==> src/rtl/imem_boot_loader.sv <==
// Boot loader: assembles framed UART bytes into little-endian instruction words, writes the IMEM and
// holds the CPU in reset until a full image is in. Define LOADER_CSUM_EN to require a trailing XOR checksum byte.
module imem_boot_loader #(
  parameter int         ADDR_W    = 8,
  parameter int         MAX_WORDS = 256,
  parameter logic [7:0] HDR_BYTE  = 8'hA5
) (
  input  logic              clk,
  input  logic              rstn,
  input  logic              rx_valid,
  input  logic [7:0]        rx_data,
  output logic              im_we,
  output logic [ADDR_W-1:0] im_addr,
  output logic [31:0]       im_wdata,
  output logic              cpu_rstn,
  output logic              load_done,
  output logic              load_err,
  output logic [ADDR_W:0]   words_loaded
);

  typedef enum logic [2:0] {IDLE, LEN0, LEN1, DATA, CSUM, DONE, ERR} state_t;

  localparam logic [15:0]   MAX_LEN = 16'(MAX_WORDS);
  localparam logic [ADDR_W:0] ONE_W = {{ADDR_W{1'b0}}, 1'b1};
`ifdef LOADER_CSUM_EN
  localparam state_t END_ST = CSUM;
`else
  localparam state_t END_ST = DONE;
`endif

  state_t state, state_nx;

  logic [15:0]       count_p0;
  logic [1:0]        byte_idx_p0;
  logic [23:0]       word_buf_p0;
  logic [ADDR_W:0]   word_cnt_p0;
  logic              vld_p1;
  logic [ADDR_W-1:0] addr_p1;
  logic [31:0]       wdata_p1;
  logic              cpu_rstn_q;
  logic              load_done_q;
  logic              load_err_q;

  logic [15:0] len_full;
  logic [15:0] word_cnt_nx;
  logic        last_word;
  logic        hdr_start;
  logic        enter_done;
  logic        enter_err;

`ifdef LOADER_CSUM_EN
  logic [7:0] csum_p0;
`endif

  assign len_full    = {rx_data, count_p0[7:0]};
  assign word_cnt_nx = 16'(word_cnt_p0) + 16'd1;
  assign last_word   = (word_cnt_nx == count_p0);
  assign hdr_start   = rx_valid && (state inside {IDLE, DONE, ERR}) && (rx_data == HDR_BYTE);
  assign enter_done  = rx_valid && (state != DONE) && (state_nx == DONE);
  assign enter_err   = rx_valid && (state != ERR) && (state_nx == ERR);

  always_ff @(posedge clk or negedge rstn) begin
    if (!rstn) state <= IDLE;
    else       state <= state_nx;
  end

  always_comb begin
    state_nx = state;
    if (rx_valid) begin
      case (state)
        IDLE, DONE, ERR: if (rx_data == HDR_BYTE) state_nx = LEN0;
        LEN0: state_nx = LEN1;
        LEN1: begin
          if (len_full > MAX_LEN)  state_nx = ERR;
          else if (len_full == '0) state_nx = END_ST;
          else                     state_nx = DATA;
        end
        // A header byte here is payload, never a restart
        DATA: if (byte_idx_p0 == 2'd3 && last_word) state_nx = END_ST;
`ifdef LOADER_CSUM_EN
        CSUM: state_nx = (rx_data == csum_p0) ? DONE : ERR;
`else
        CSUM: state_nx = IDLE;
`endif
        default: state_nx = IDLE;
      endcase
    end
  end

  // p0: byte capture / word assembly -> p1: IMEM write strobe and status
  always_ff @(posedge clk or negedge rstn) begin
    if (!rstn) begin
      count_p0    <= '0;
      byte_idx_p0 <= '0;
      word_buf_p0 <= '0;
      word_cnt_p0 <= '0;
      vld_p1      <= 1'b0;
      addr_p1     <= '0;
      wdata_p1    <= '0;
      cpu_rstn_q  <= 1'b0;
      load_done_q <= 1'b0;
      load_err_q  <= 1'b0;
    end else begin
      vld_p1 <= 1'b0;
      if (hdr_start) begin
        cpu_rstn_q  <= 1'b0;
        load_done_q <= 1'b0;
        load_err_q  <= 1'b0;
        word_cnt_p0 <= '0;
      end
      if (enter_done) begin
        cpu_rstn_q  <= 1'b1;
        load_done_q <= 1'b1;
      end
      if (enter_err) load_err_q <= 1'b1;
      if (rx_valid) begin
        case (state)
          LEN0: count_p0[7:0] <= rx_data;
          LEN1: begin
            count_p0[15:8] <= rx_data;
            byte_idx_p0    <= '0;
            word_cnt_p0    <= '0;
          end
          DATA: begin
            byte_idx_p0 <= byte_idx_p0 + 2'd1;
            if (byte_idx_p0 == 2'd3) begin
              vld_p1      <= 1'b1;
              addr_p1     <= word_cnt_p0[ADDR_W-1:0];
              wdata_p1    <= {rx_data, word_buf_p0};
              word_cnt_p0 <= word_cnt_p0 + ONE_W;
            end else begin
              word_buf_p0[8*byte_idx_p0 +: 8] <= rx_data;
            end
          end
          default: ;
        endcase
      end
    end
  end

`ifdef LOADER_CSUM_EN
  always_ff @(posedge clk or negedge rstn) begin
    if (!rstn)                                            csum_p0 <= '0;
    else if (hdr_start)                                   csum_p0 <= '0;
    else if (rx_valid && (state inside {LEN0, LEN1, DATA})) csum_p0 <= csum_p0 ^ rx_data;
  end
`endif

  assign im_we        = vld_p1;
  assign im_addr      = addr_p1;
  assign im_wdata     = wdata_p1;
  assign cpu_rstn     = cpu_rstn_q;
  assign load_done    = load_done_q;
  assign load_err     = load_err_q;
  assign words_loaded = word_cnt_p0;

endmodule

==> config.mk <==
export PLATFORM = sky130hd
export DESIGN_NAME = imem_boot_loader
export DESIGN_NICKNAME = d
export VERILOG_FILES = /design/src/rtl/imem_boot_loader.sv
export SDC_FILE = /design/constraint.sdc
export NUM_CORES = 1
export LEC_CHECK = 0
export ABC_AREA = 1
export CORE_MARGIN = 1.5
export CORE_UTILIZATION = 50
export DETAILED_ROUTE_END_ITERATION = 6
export MAX_ROUTING_LAYER = met4
export PLACE_DENSITY = 0.86
export SETUP_SLACK_MARGIN = 0.1
export SYNTH_ARGS = -nofsm -noshare
export SYNTH_HDL_FRONTEND = slang
export SYNTH_SLANG_ARGS = --single-unit
export TNS_END_PERCENT = 5
==> constraint.sdc <==
create_clock -name clk -period 2.53 [get_ports clk]
set_input_delay 0.3795 -clock clk [delete_from_list [all_inputs] [get_ports clk]]
set_output_delay 0.3795 -clock clk [all_outputs]
set_load 0.01 [all_outputs]
# After elaboration in Yosys (flattened, before gate mapping)
# Index checks and enable logic that the tools add are counted.
[op_classes] add_sub_neg=4 n_lt_le_gt_ge=1 eq_ne=12 n_shift=2 mux=18 bitwise=1 reduce_logical=19
[ops] op="$neg 5->34" n=1
[ops] op="$shift 8x34->24 const A" n=1
[ops] op="$shiftx 8x34->24" n=1
[ops] op="$mux 9" n=3
[ops] op="$bwmux 24" n=1
[ops] op="$pmux 9 s2" n=1
[ops] op="$eq 10x16->1" n=1
[ops] op="$gt 16x9->1 const B" n=1
[ops] op="$logic_not 16->1" n=1
[ops] op="$mux 3" n=5
[ops] op="$eq 3x3->1 const B" n=4
[ops] op="$pmux 3 s4" n=1
[ops] op="$add 9x1->10 const B" n=1
[ops] op="$add 9x1->9 const B" n=1
[ops] op="$eq 8x8->1 const B" n=1
[ops] op="$logic_and 1x1->1" n=7
[ops] op="$eq 3x2->1 const B" n=2
[ops] op="$mux 1" n=6
[ops] op="$ne 3x3->1 const B" n=2
[ops] op="$reduce_and 2->1" n=3
[ops] op="$reduce_and 3->1" n=2
[ops] op="$reduce_bool 2->1" n=3
[ops] op="$pmux 2 s2" n=1
[ops] op="$eq 3x1->1 const B" n=1
[ops] op="other kinds (6)" n=6
[word_totals] register_bits=97 in_bits=11

# Longest topological paths before layout
# Gate-level depths: netlist of the first run.
[depth] ltp_word=9 depth_mapped=16

# Worst setup path before layout of the first run
# Ideal clock, no wire load.
[synth_timing] kind="register to register" startpoint="reg word_cnt_p0[0], in the netlist words_loaded[0]" endpoint="reg load_err_q, in the netlist load_err" setup_time_ns=0.117 t_arrival_ns=1.657 required_time_ns=2.413 slack_ns=0.756 path_stages_with_launch=15 period_less_slack_ns=1.774 path_cell_list="dfrtp_1 ha_1 nand2_1 nor2_2 nand4_1 nand3_1 nand2_1 nor2_1 nand3_1 nand2_1 nand2_1 nand2_1 nand2_1 nand3_1 nand2_1"
[synth_between] elab_chain_len=9 elab_cells_between_ends=10 classes_between="1 x add/sub; 2 x eq/ne; 4 x mux; 3 x reduce/logical"
[synth_lines] element="start, declared" line_no="36" text="logic [ADDR_W:0] word_cnt_p0;"
[synth_lines] element="start signal, assigned" line_no="130" text="word_cnt_p0 <= word_cnt_p0 + ONE_W;"
[synth_lines] element="$add 9x1->10 *" line_no="56" text="assign word_cnt_nx = 16'(word_cnt_p0) + 16'd1;"
[synth_lines] element="$eq 10x16->1 *" line_no="57" text="assign last_word = (word_cnt_nx == count_p0);"
[synth_lines] element="$logic_and 1x1->1 *" line_no="79" text="DATA: if (byte_idx_p0 == 2'd3 && last_word) state_nx = END_ST;"
[synth_lines] element="$mux 3 *" line_no="79"
[synth_lines] element="$pmux 3 s4 *" line_no="70" text="case (state)"
[synth_lines] element="$mux 3 *" line_no="69" text="if (rx_valid) begin"
[synth_lines] element="via state_nx[1]" line_no="31" text="state_t state, state_nx;"
[synth_lines] element="$eq 3x3->1 *" line_no="60" text="assign enter_err = rx_valid && (state != ERR) && (state_nx == ERR);"
[synth_lines] element="$logic_and 1x1->1 *" line_no="60"
[synth_lines] element="$mux 1 or $reduce_bool 2->1 (tied branches)"
[synth_lines] element="end signal, assigned" line_no="102" text="load_err_q <= 1'b0;"
[synth_lines] element="end signal, assigned" line_no="108" text="load_err_q <= 1'b0;"
[synth_lines] element="end signal, assigned" line_no="115" text="if (enter_err) load_err_q <= 1'b1;"
[synth_lines] element="end, declared" line_no="42" text="logic load_err_q;"
# Mark *: on every way through the listed nets, which the timed path passes. The rest lies on a longest branch.
# A chain may end at the register's enable or synchronous reset.

# Worst setup path in the final report of the first run
# Ends and elaborated chain as after synthesis.

==> results of run 1 <==
## state kept, by name, summed over array words and instances (netlist names)
name and cells:
im_wdata 32, word_buf_p0 24, count_p0 16, words_loaded 9, im_addr 8, state 3, byte_idx_p0 2, im_we 1
load_done 1, load_err 1
## cells in the mapped netlist (all sizes together)
cell type / n
nand2: 125
nand3: 36
a21boi: 1
dfrtp: 97
o22ai: 6
o21bai: 2
a32o: 1
inv: 76
clkbuf: 7
nor3: 3
nand3b: 1
nor3b: 1
nor2: 35
nor4: 2
nand4: 23
buf: 10
a21oi: 6
ha: 6
o21ai: 89
## path summary, 6_finish.rpt
| check | start | endpoint | cells past startpoint |
|---|---|---|---|
| worst min-delay path | im_addr[4]$_DFFE_PN0P_ | im_addr[4]$_DFFE_PN0P_ | 2 |
| worst min register to register | im_addr[4]$_DFFE_PN0P_ | im_addr[4]$_DFFE_PN0P_ | 2 |
| min in group asynchronous | rstn | words_loaded[1]$_DFF_PN0_ | 2 |
| worst max register to register | words_loaded[0]$_DFF_PN0_ | load_err$_DFFE_PN0P_ | 15 |
| max in group asynchronous | rstn | count_p0[10]$_DFFE_PN0P_ | 3 |
| worst max-delay path | words_loaded[0]$_DFF_PN0_ | load_err$_DFFE_PN0P_ | 15 |
## layer usage
layer / up-vias / GRT usage [%] / wire (µm)
met1: 1842 / 31.9 / 4590
met5: - / - / 0
met4: 0 / 9.23 / 198
met2: 174 / 38.7 / 5350
met3: 22 / 4.24 / 711
li1: 1841 / - / -
## tightest hold or removal path, stage by stage, from the launching register on
cell and delay [ns]:
dfrtp_1 0.36, nand2_1 0.05, o21ai_0 0.06
## where the power goes
| part | internal [mW] | total, mW | switching, mW |
|---|---|---|---|
| clock network | 0.461 | 1.03 | 0.567 |
| registers | 1.96 | 2.22 | 0.260 |
| logic | 0.558 | 1.47 | 0.909 |
| total | 2.98 | 4.71 | 1.74 |
## area by class of cell
| cell class | count | area share, % |
|---|---|---|
| multi-input combinational | 337 | 30.7 |
| timing repair buffer | 69 | 12.8 |
| inverter | 76 | 5.31 |
| clock buffer | 10 | 2.37 |
| clock inverter | 5 | 1.19 |
| tap | 108 | 2.51 |
| sequential | 97 | 45.1 |
## kinds of logic (layout without fill, tap and decap cells)
| kind of cell | count (synthesis) | in the layout |
|---|---|---|
| and+or+nand+nor | 226 | 226 |
| AOI/OAI and AO/OA | 105 | 105 |
| DFF | 97 | 97 |
| buffers and inverters | 93 | 160 |
| adders and majority gates | 6 | 6 |
## what timing repair did
item / CTS / global route
hold endpoints to repair: 36 / 0
setup endpoints to repair: 0 / 0
hold buffers: 1 / 0
==> impl_metrics.py, run 1 <==
metrics = {
    "run_status": {
        "status": "finished clean",
    },
    "worst_setup_path": {
        "cp_data_required_time_ns": 2.80,
        "cp-start-kind": "register",
        "crit_type": "register to register",
        "worstPathBufferInverterCount": 0,
        "cp_cell_sequence": "ha_1, nand2_1, nand2_1, nand2_1, nand2_1, nor2_1, nand3_1, nor2_1, nand3_1, nand2_1, nand2_1, nand2_1, nand2_1, nand3_1, nand2_1",
        "path_max_fanout": 7,
        "arrival_ns": 2.40,
        "path_common_cell": "nand2_1",
        "ff2ff_setup_slack_ns": 0.40,
        "max_stage_delay_ns": 0.49,
        "cp_top_family": "simple AND/OR/NAND/NOR gates",
        "worstSetupEndpointType": "register",
        "crit_slowest_cell": "dfrtp_1",
    },
    "clock_network": {
        "ctsResizeCount": 0,
        "clkLatencyLatePin_ns": 0.37,
        "path_clk_slew_ns": 0.10,
        "cts_max_level": 3,
        "tritoncts": "built",
        "cts_buffer_depth": 2,
        "clock-sinks": 97,
        "numCtsBuffers": 9,
        "root_buffer": "clkbuf_8",
        "post_cts_buffers": 0,
    },
    "route": {
        "vias": 3879,
        "routed_wl_mm": 10.8,
        "post-route-drc-count": 0,
        "vias_per_cell": 5.53,
        "drt_iter0_markers": 246,
        "ant_nets": 0,
        "drtPass1Iterations": 5,
        "wl_per_cell_um": 15.5,
    },
    "sta": {
        "skew_ns": 0.00971,
        "slew_violations": 0,
        "hold_violations": 0,
        "period_share_pct": 84.3,
        "worstMarginPinSlew_ns": 0.603,
        "rsz0062_at_grt": "false",
        "setup_ws_ns": 0.397,
        "relSlewSlack_pct": 59.8,
        "setup_violations": 0,
        "max_freq_mhz": 469,
        "fin_tns_setup_ns": 0,
        "finalCriticalPeriod_ns": 2.13,
        "hold-worst-slack_ns": 0.492,
    },
    "placed_design": {
        "place_ws_ns": 0.179,
        "portBuffers": 63,
        "dpl.cell_count": 686,
        "place_congestion": 0.927,
        "dpl.hpwl_mm": 7.82,
        "post_dp_cell_area_um2": 5170,
    },
    "synth": {
        "post-synth-top-area-cell": "dfrtp_1",
        "synth_area_leaders": "dfrtp_1, nand2_1, o21ai_0",
        "yosys.area_share.simple_pct": 23.1,
        "synth-adder-area-share_pct": 1.68,
        "synth_top_family_by_area": "simple AND/OR/NAND/NOR gates",
        "netlist.area_leader.share_pct": 54.5,
        "synth.mux.area_fraction_pct": 0,
        "synth_area_per_cell_um2": 8.45,
        "synth-seq-cells": 97,
        "synth_compound_area_share_pct": 12.2,
        "ys_warn_count": 0,
        "synth_xor_area_share_pct": 0,
        "syn_area_um2": 4460,
        "ys_types": 27,
        "synth_nets": 544,
        "synthCells": 527,
        "synth-seq-area-share_pct": 54.5,
    },
    "hold_path": {
        "hp-class": "register to register",
    },
    "finish": {
        "seq_area_um2": 2430,
        "multi_input_area_um2": 1650,
        "final_common_cell": "nand2_1",
        "final_layout_size_suffix_gt1_share_pct": 5.89,
        "final_area_um2": 5380,
        "final_cell_mix": "nand2_1, dfrtp_1, inv_1, o21ai_0, clkdlybuf4s50_1",
        "final_nets": 607,
        "diodes": 0,
        "area_growth_pct": 20.7,
        "fin_cells": 702,
        "final_core_util_pct": 62.0,
        "n_fill_cell": 767,
    },
    "floorplanning": {
        "ios": 64,
        "core_um2": 8680,
        "die_x_um": 97.4,
        "dieArea_um2": 9490,
        "rows": 34,
        "start_util_pct": 51.3,
        "die_h_um": 97.4,
    },
    "global_route": {
        "antenna_found_initial": 0,
        "grt_pass1_vias": 3782,
        "grt_pass1_wl_mm": 18.0,
        "grt_usage_pct": 24.5,
        "grt_max_degree": 49,
        "grt.overflow.total": 0,
    },
    "power_and_ir_drop": {
        "ir_drop_v": 0.000492,
        "power.density_nw_per_um2": 877,
        "finalPower_mw": 4.71,
        "power_leakage_nw": 2.57,
    },
    "run": {
        "cap_viol_max_count": 0,
    },
}
Power figures use the tool's default switching activity.
==> run 2: changes to the inputs <==
- CORE_UTILIZATION: 50 -> 49
- PLACE_DENSITY: 0.86 -> 0.88
- clock period: 2.53 -> 1.95 ns (I/O delays scaled with it)
==> impl_metrics.py, run 2 (synthesized netlist as in run 1, its figures left out) <==
metrics = {
    "route": {
        "routed_wl_mm": 11.0,
        "drtPass1Iterations": 5,
        "vias_per_cell": 5.42,
        "drt_iter0_markers": 314,
        "vias": 3974,
        "wl_per_cell_um": 14.9,
        "ant_nets": 0,
        "post-route-drc-count": 0,
    },
    "clock_network": {
        "cts_buffer_depth": 2,
        "numCtsBuffers": 9,
        "clock-sinks": 97,
        "root_buffer": "clkbuf_8",
        "tritoncts": "built",
        "path_clk_slew_ns": 0.11,
        "clkLatencyLatePin_ns": 0.37,
        "cts_max_level": 3,
    },
    "worst_setup_path": {
        "cp_data_required_time_ns": 2.21,
        "worstPathBufferInverterCount": 1,
        "path_common_cell": "nand2_1",
        "crit_slowest_cell": "dfrtp_1",
        "ff2ff_setup_slack_ns": 0.04,
        "cp-start-kind": "register",
        "path_max_fanout": 5,
        "cp_top_family": "simple AND/OR/NAND/NOR gates",
        "startpoint": "words_loaded[0]$_DFF_PN0_",
        "worstSetupEndpointType": "register",
        "arrival_ns": 2.17,
        "rr_worst_depth": 13,
        "regToRegStartpoint": "words_loaded[0]$_DFF_PN0_",
        "worst_r2r_endpoint": "state[1]$_DFF_PN0_",
        "crit_type": "register to register",
        "cp_cell_sequence": "ha_4, nand2_1, nor2_2, nand4_1, nand3_1, nand2_1, nor2_1, nand3_1, nand2_1, nand2_1, nand2_1, nand2_1, buf_4",
        "max_stage_delay_ns": 0.42,
    },
    "placed_design": {
        "place_congestion": 0.940,
        "dpl.hpwl_mm": 7.83,
        "portBuffers": 63,
        "post_dp_cell_area_um2": 5380,
        "place_ws_ns": -0.0769,
    },
    "global_route": {
        "grt_pass1_wl_mm": 18.1,
        "grt_pass1_vias": 3843,
        "grt.overflow.total": 0,
        "grt_max_degree": 78,
        "grt_usage_pct": 23.8,
        "antenna_found_initial": 0,
    },
    "sta": {
        "finalCriticalPeriod_ns": 1.91,
        "period_share_pct": 97.8,
        "setup_violations": 0,
        "rsz0062_at_grt": "true",
        "skew_ns": 0.0151,
        "worstMarginPinSlew_ns": 0.562,
        "hold-worst-slack_ns": 0.340,
        "slew_violations": 0,
        "setup_ws_ns": 0.0435,
        "max_freq_mhz": 525,
        "relSlewSlack_pct": 62.4,
        "hold_violations": 0,
    },
    "finish": {
        "largest_reg_flops": 32,
        "n_fill_cell": 690,
        "final_area_um2": 5760,
        "final_common_cell": "nand2_1",
        "final_nets": 637,
        "final_layout_size_suffix_gt1_share_pct": 12.8,
        "final_cell_mix": "nand2_1, dfrtp_1, inv_1, clkdlybuf4s50_1, o21ai_0",
        "area_growth_pct": 29.2,
        "diodes": 0,
    },
    "power_and_ir_drop": {
        "ir_drop_v": 0.000799,
        "finalPower_mw": 6.38,
        "power.density_nw_per_um2": 1110,
        "power_leakage_nw": 2.76,
    },
    "hold_path": {
        "hp-class": "input pin to asynchronous set/reset pin",
    },
    "floorplanning": {
        "core_um2": 8760,
        "rows": 34,
        "dieArea_um2": 9670,
        "start_util_pct": 50.8,
        "die_h_um": 98.4,
        "ios": 64,
        "die_x_um": 98.4,
    },
    "run": {
        "cap_viol_max_count": 0,
    },
    "run_status": {
        "status": "finished clean",
    },
}
[run 2: cell count changes in the layout (fill, tap and decap cells not counted), moves of 2 or more]
| cell | delta |
|---|---|
| buf_4 | +27 |
| o21ai_0 | -15 |
| o21ai_1 | +13 |
| inv_8 | +4 |
| nand2_1 | -3 |
| nand2_4 | +3 |
| o22ai_1 | -3 |
| o22ai_2 | +3 |
| buf_12 | +2 |
| inv_6 | -2 |
| o21ai_2 | +2 |
[run 2: report_power, final]
| part | switching, mW | leakage (nW) | internal [mW] |
|---|---|---|---|
| logic | 1.24 | 1.51 | 0.835 |
| registers | 0.331 | 1.14 | 2.54 |
| clock network | 0.798 | 0.108 | 0.633 |
[run 2: final cells by class]
class / count / area, µm² / share of cell area [%]
multi-input cells: 337 / 1720 / 29.9
repair buffers: 99 / 958 / 16.6
well taps: 108 / 135 / 2.35
inverters: 76 / 293 / 5.08
flip-flops and latches: 97 / 2430 / 42.2
clock buffers: 9 / 124 / 2.15
clock inverters: 7 / 96.3 / 1.67
[run 2: repair_timing]
| item | in CTS | in global routing |
|---|---|---|
| buffers inserted | 2 | 4 |
| endpoints found under the hold margin | 20 | 0 |
| hold buffers | 1 | 0 |
| pin swaps | 0 | 17 |
| setup endpoints to repair | 2 | 74 |
| resized for setup | 0 | 39 |
[run 2: worst max-delay path by stage]
stage,slack [ns],endpoint,cells after the start
2_1_floorplan,0.18,load_err$_DFFE_PN0P_,14
3_3_place_gp,-0.02,load_err$_DFFE_PN0P_,12
3_5_place_dp,-0.08,load_done$_DFFE_PN0P_,10
4_1_cts,0.04,load_done$_DFFE_PN0P_,15
5_1_grt,-0.17,load_done$_DFFE_PN0P_,15
6_report,0.04,state[1]$_DFF_PN0_,13
[run 2: per-layer routing]
layer	up-vias	global-route usage (%)	part of all wire, %
li1	1907	-	-
met1	1893	31.0	43
met2	152	38.3	50
met3	22	4.37	5.5
met4	0	7.04	1.6
met5	-	-	0
[run 2: stage by stage]
stage	utilization, %	TNS [ns]	instances
final	65.7	0	733
after global placement	61.4	-0.0237	710
after global routing	65.7	-0.416	733
after CTS	64.2	0	729
after detailed placement	61.4	-0.109	710
after floorplan	-	0	527
==> run 3: changes to the inputs <==
- SLEW_MARGIN: unset -> 0
==> results of run 3 <==
The final DEF is identical to that of run 2; final timing and power are the same.
